$ cat config.mk
export PLATFORM = sky130hd
export DESIGN_NAME = matmul_frame_host
export DESIGN_NICKNAME = d
export VERILOG_FILES = /design/src/rtl/matmul_frame_host.sv
export SDC_FILE = /design/constraint.sdc
export NUM_CORES = 1
export LEC_CHECK = 0
export CORE_UTILIZATION = 55
export CTS_BUF_LIST = sky130_fd_sc_hd__clkbuf_4
export CTS_CLUSTER_DIAMETER = 80
export DETAILED_ROUTE_END_ITERATION = 6
export GPL_ROUTABILITY_DRIVEN = 0
export PLACE_DENSITY = 0.85
export SETUP_SLACK_MARGIN = 0.05
export SKIP_LAST_GASP = 1
export SLEW_MARGIN = 40
export SYNTH_ARGS = -nofsm -noshare
export SYNTH_HDL_FRONTEND = slang
export SYNTH_SLANG_ARGS = --single-unit
$ cat constraint.sdc
create_clock -name CLK -period 3.2 [get_ports CLK]
set_clock_uncertainty 0.05 [all_clocks]
set_input_delay 0.8 -clock CLK [delete_from_list [all_inputs] [get_ports CLK]]
set_output_delay 0.8 -clock CLK [all_outputs]
set_load 0.05 [all_outputs]
$ cat src/rtl/matmul_frame_host.sv
// matmul_frame_host: initiator end of the 2x2 block-multiply UART link; sends an operand frame plus trigger, then parses the result frame.
// Optional feature macro HOST_TIMEOUT_EN: abort an RX wait after TIMEOUT_CYCLES cycles without a received byte.
module matmul_frame_host #(
    parameter int          DATA_W         = 16,
    parameter logic [23:0] TIMEOUT_CYCLES = 24'd12_000_000
) (
    input  logic                CLK,
    input  logic                RESET,
    input  logic                start,
    input  logic [8*DATA_W-1:0] operands_i,
    output logic                busy_o,
    output logic                done_o,
    output logic                error_o,
    output logic [4*DATA_W-1:0] results_o,
    output logic [7:0]          tx_data_o,
    output logic                tx_valid_o,
    input  logic                tx_ready_i,
    input  logic [7:0]          rx_data_i,
    input  logic                rx_valid_i,
    output logic                rx_ack_o
);
    localparam logic [7:0] SOF     = 8'hFE;
    localparam logic [7:0] EOF     = 8'hFF;
    localparam logic [3:0] TX_LAST = 4'(DATA_W - 1);
    localparam logic [3:0] RX_LAST = 4'(DATA_W / 2 - 1);

    typedef enum logic [2:0] {
        S_IDLE, S_TX_SOF, S_TX_PAY, S_TX_TRIG, S_RX_SOF, S_RX_PAY, S_RX_EOF
    } state_t;

    state_t              r_state, w_next;
    logic [8*DATA_W-1:0] r_ops;
    logic [4*DATA_W-1:0] r_stage;
    logic [3:0]          r_idx;
    logic                w_rx_st, w_tx_xfer, w_rx_xfer, w_tmo;

`ifdef HOST_TIMEOUT_EN
    logic [23:0] r_tmo;

    // Idle counter: runs only while waiting in RX states, cleared by any received byte
    always_ff @(posedge CLK) begin
        if (!RESET || !w_rx_st || w_rx_xfer)
            r_tmo <= '0;
        else
            r_tmo <= r_tmo + 24'd1;
    end

    assign w_tmo = w_rx_st && !w_rx_xfer && (r_tmo == TIMEOUT_CYCLES - 24'd1);
`else
    assign w_tmo = 1'b0;
`endif

    // State register
    always_ff @(posedge CLK) begin
        if (!RESET)
            r_state <= S_IDLE;
        else
            r_state <= w_next;
    end

    // Next state and handshake outputs; payload bytes go out MSB-first from a shifting shadow copy
    always_comb begin
        w_next     = r_state;
        busy_o     = r_state != S_IDLE;
        tx_valid_o = r_state inside {S_TX_SOF, S_TX_PAY, S_TX_TRIG};
        w_rx_st    = r_state inside {S_RX_SOF, S_RX_PAY, S_RX_EOF};
        rx_ack_o   = w_rx_st;
        w_tx_xfer  = tx_valid_o && tx_ready_i;
        w_rx_xfer  = w_rx_st && rx_valid_i;
        tx_data_o  = r_state == S_TX_SOF  ? SOF :
                     r_state == S_TX_PAY  ? r_ops[8*DATA_W-1 -: 8] :
                     r_state == S_TX_TRIG ? EOF : 8'h00;
        case (r_state)
            S_IDLE:    if (start) w_next = S_TX_SOF;
            S_TX_SOF:  if (w_tx_xfer) w_next = S_TX_PAY;
            S_TX_PAY:  if (w_tx_xfer && r_idx == TX_LAST) w_next = S_TX_TRIG;
            S_TX_TRIG: if (w_tx_xfer) w_next = S_RX_SOF;
            S_RX_SOF:  if (w_rx_xfer && rx_data_i == SOF) w_next = S_RX_PAY;
            S_RX_PAY:  if (w_rx_xfer && r_idx == RX_LAST) w_next = S_RX_EOF;
            S_RX_EOF:  if (w_rx_xfer) w_next = S_IDLE;
            default:   w_next = S_IDLE;
        endcase
        if (w_tmo) w_next = S_IDLE;
    end

    // Datapath: operand shadow, byte index, result staging and the done/error pulses
    always_ff @(posedge CLK) begin
        if (!RESET) begin
            r_ops     <= '0;
            r_stage   <= '0;
            r_idx     <= '0;
            results_o <= '0;
            done_o    <= 1'b0;
            error_o   <= 1'b0;
        end else begin
            done_o  <= 1'b0;
            error_o <= w_tmo;
            if (r_state == S_IDLE && start) begin
                r_ops <= operands_i;
                r_idx <= '0;
            end
            if (r_state == S_TX_PAY && w_tx_xfer) begin
                r_ops <= r_ops << 8;
                r_idx <= r_idx + 4'd1;
            end
            if (r_state == S_RX_SOF && w_rx_xfer && rx_data_i == SOF)
                r_idx <= '0;
            if (r_state == S_RX_PAY && w_rx_xfer) begin
                r_stage <= {r_stage[4*DATA_W-9:0], rx_data_i};
                r_idx   <= r_idx + 4'd1;
            end
            if (r_state == S_RX_EOF && w_rx_xfer) begin
                if (rx_data_i == EOF) begin
                    results_o <= r_stage;
                    done_o    <= 1'b1;
                end else begin
                    error_o <= 1'b1;
                end
            end
        end
    end
endmodule

==> results of run 1 <==
[cell type report]
type | instances | area share
multi-input combinational | 956 | 0.3342
tap | 229 | 0.02098
inverter | 3 | 0.001191
clock buffer | 102 | 0.05606
sequential | 265 | 0.3884
clock inverter | 10 | 0.01081
timing repair buffer | 245 | 0.1880
antenna | 2 | 0.0003664
[routing by layer]
layer  up-vias  routed length, µm  GRT usage
met1      4724              11670     0.3570
met2       383              13280     0.4447
li1       4958                  -          -
met3        54               1826    0.06160
met5         -                  0          0
met4         0                633     0.1134
[synthesized netlist by cell type, drive strengths merged (2+ instances only)]
| cell | count |
|---|---|
| nand2 | 507 |
| nor3b | 2 |
| o21ai | 3 |
| a311oi | 114 |
| nand3 | 2 |
| dfxtp | 265 |
| inv | 3 |
| a21oi | 147 |
| nand4 | 2 |
| nor2 | 136 |
| buf | 50 |
| o22ai | 7 |
| or4 | 2 |
| nor3 | 10 |
| nand4b | 4 |
| clkbuf | 66 |
| or3 | 2 |
[worst min-delay path, cell delays in order (launching register included)]
cell and delay [ns]:
dfxtp_1 0.32, nand2_1 0.06, a21oi_1 0.05
[power by group through the flow]
stage | sequential, mW | clock, mW | combinational, mW
6_report | 3.59 | 3.09 | 0.950
4_1_cts | 3.59 | 3.14 | 0.949
3_3_place_gp | 3.65 | 0 | 0.923
3_5_place_dp | 3.66 | 0 | 0.944
5_1_grt | 3.61 | 3.32 | 1.04
2_1_floorplan | 3.63 | 0 | 0.591
[repair_timing]
action / 4_1_cts / 5_1_grt
setup buffers: 0 / 0
resized for setup: 0 / 1
endpoints found under the setup margin: 0 / 1
[worst max-delay path by stage]
stage | end | startpoint | slack [ns] | depth (start not counted)
6_report | rx_ack_o | r_state[2]$_SDFFE_PN0P_ | 0.16 | 2
5_1_grt | tx_data_o[3] | r_state[1]$_SDFFE_PN0P_ | 0.05 | 3
4_1_cts | tx_data_o[0] | r_state[0]$_SDFFE_PN0P_ | 0.1 | 3
3_5_place_dp | results_o[21]$_SDFFE_PN0P_ | rx_valid_i | 0.34 | 6
3_3_place_gp | results_o[8]$_SDFFE_PN0P_ | rx_valid_i | 0.42 | 6
2_1_floorplan | tx_data_o[0] | r_state[0]$_SDFFE_PN0P_ | 0.22 | 4
[cell families (layout without fill, tap and decap cells)]
| group | Yosys count | in the layout | share of synthesized area |
|---|---|---|---|
| simple gates | 675 | 675 | 0.2544 |
| compound gates | 279 | 279 | 0.1783 |
| flops | 265 | 265 | 0.5087 |
| buf+inv | 119 | 360 | 0.05663 |
| fa+ha+maj | 1 | 1 | 0.001200 |
| xor+xnor | 1 | 1 | 0.0008400 |
| other cells | 0 | 2 | 0 |
[flip-flops by register name, indices dropped and copies added, names as in the netlist]
register,count
done_o,1
r_stage,64
r_idx,4
r_ops,128
results_o,64
error_o,1
r_state,3
==> impl_results.md, run 1 <==
- Sw Ratio: 0.2577
- Worst-margin pin slew: 0.6457 ns
- Vias in the first global route: 9300
- Row Count: 49
- Area Overhead vs Synth: 30.97%
- Sequential share of power: 0.470
- Die width: 139.7 µm
- Hold path startpoint: r_stage[17]$_SDFFE_PN0P_
- Core area: 0.01827 mm²
- HP Class: reg -> reg
- Critical path class: reg -> out
- Setup Viol. Count Final: 0
- Largest net degree at the start of global routing: 78
- Synth area leader: dfxtp_1
- Cell Area, Synth: 0.01043 mm²
- DP Area: 0.01274 mm²
- Synth Instances: 1340
- Clock Sinks: 265
- Die ar.: 0.01952 mm²
- Max-slew violation count: 0
- Most frequent cells in the layout: nand2_1 (507), dfxtp_1 (265), clkdlybuf4s50_1 (214), a21oi_1 (147), nor2_1 (135)
- Final hold vios: 0
- CTS Buf Count: 69
- Total number of vias: 10120
- Share of the synthesized area in the top cell type: 0.5087
- Layout cells sized above 1: 0.09298
- Fin area: 0.01366 mm²
- Min setup slack post-route: 0.1632 ns
- Worst Path Buf+Inv: 1
- H-tree Lvls: 3
- Post-DP HPWL: 17800 µm
- Hold-critical path depth: 2
- FF/Latch Area: 0.005305 mm²
- Clock root cell: clkbuf_4
- Max clock buf depth: 3
- Syn_area_per_cell: 7.783 µm²
- Synth top area cells: dfxtp_1 (51%), nand2_1 (18%), a311oi_1 (9.6%)
- P_sw: 1.968 mW
- VDD IR-drop max: 0.3019 mV
- Routed Antenna Nets: 0
- Min cycle time layout: 3.037 ns
- Leak pwr: 5.095 nW
- Data required, critical path: 2.35 ns
- Worst-path fanout max: 10
- CTS Hold Bufs: 0
- Critical-path cell list: a21boi_0 -> clkdlybuf4s50_1
- DRC viols: 0
- Port Buffer Count: 217
- Reg2Reg Depth: 6
- Per-cell routed wire length: 15.13 µm
- Pre-CTS setup slack: 0.3360 ns
- Area of the multi-input gates: 0.004564 mm²
- Reg2Reg Setup Slack: 0.85 ns
- Final layout net count: 1682
- Register area share after synthesis: 0.5087
- Crit-path leading delay family: buffers and inverters
- Initial DRT Pass Iterations: 5
- F_max: 0.3293 GHz
- Crit end category: primary output
- Critical path launch point type: register
- Comb power frac: 0.124
- Post-synth ARST share: 0
- Tcrit/Tclk final: 0.9490
- Post-synth EDFFs: 0
- Reg-to-reg critical path startpoint: r_state[2]$_SDFFE_PN0P_
- Synth unique cells: 40
- Setup TNS: 0 ns
- Final-layout fill cell count: 1373
- CP max stage cell: clkdlybuf4s50_1
- Most common cell after layout, fill and taps aside: nand2_1
- Status: finished clean
- Initial antenna violation count: 1
- FF+latch count, synth: 265
- Starting Density: 0.5708
- Pint: 5.668 mW
- Worst hold endpoint: r_stage[25]$_SDFFE_PN0P_
- Initial DRC count: 911
- CP peak stage delay: 0.83 ns
- Via density: 5.584
- Worst hold margin: 0.3746 ns
- Mapped Nets: 1482
- RSZ-0062 raised after global routing: false
- I/O pins: 218
- Slew headroom: 0.5695
- Overall power: 7.635 mW
- Clock power frac: 0.405
- Die Y: 139.7 µm
- Pwr/cell area: 559.0 mW/mm²
- Final core utilization: 0.7476
- Gr ovfl total: 0
- Dominant synthesized flop cell: dfxtp_1
- Yosys warns: 0
- GRT Overall Usage: 0.2758
- Worst-skew pair later-pin latency: 0.66 ns
- CTS tree: yes
- Layout Cells excl Fill: 1812
- First-pass GRT wire length: 44210 µm
- Clock transition at path regs: 0.07 ns
- Crit path DAT: 2.19 ns
- Critical R2R Capture: r_ops[17]$_SDFFE_PN0P_
- Total Wirelength: 27410 µm
- Max_cap viols: 0
- Cell count after placement: 1698
Note: power is estimated with default switching activity, not from simulation.
==> inputs of run 2 (changes only) <==
CTS_CLUSTER_DIAMETER = 120   (was 80)
==> results of run 2 <==
Same layout as run 1: the final DEF is identical, and so are final timing and power.
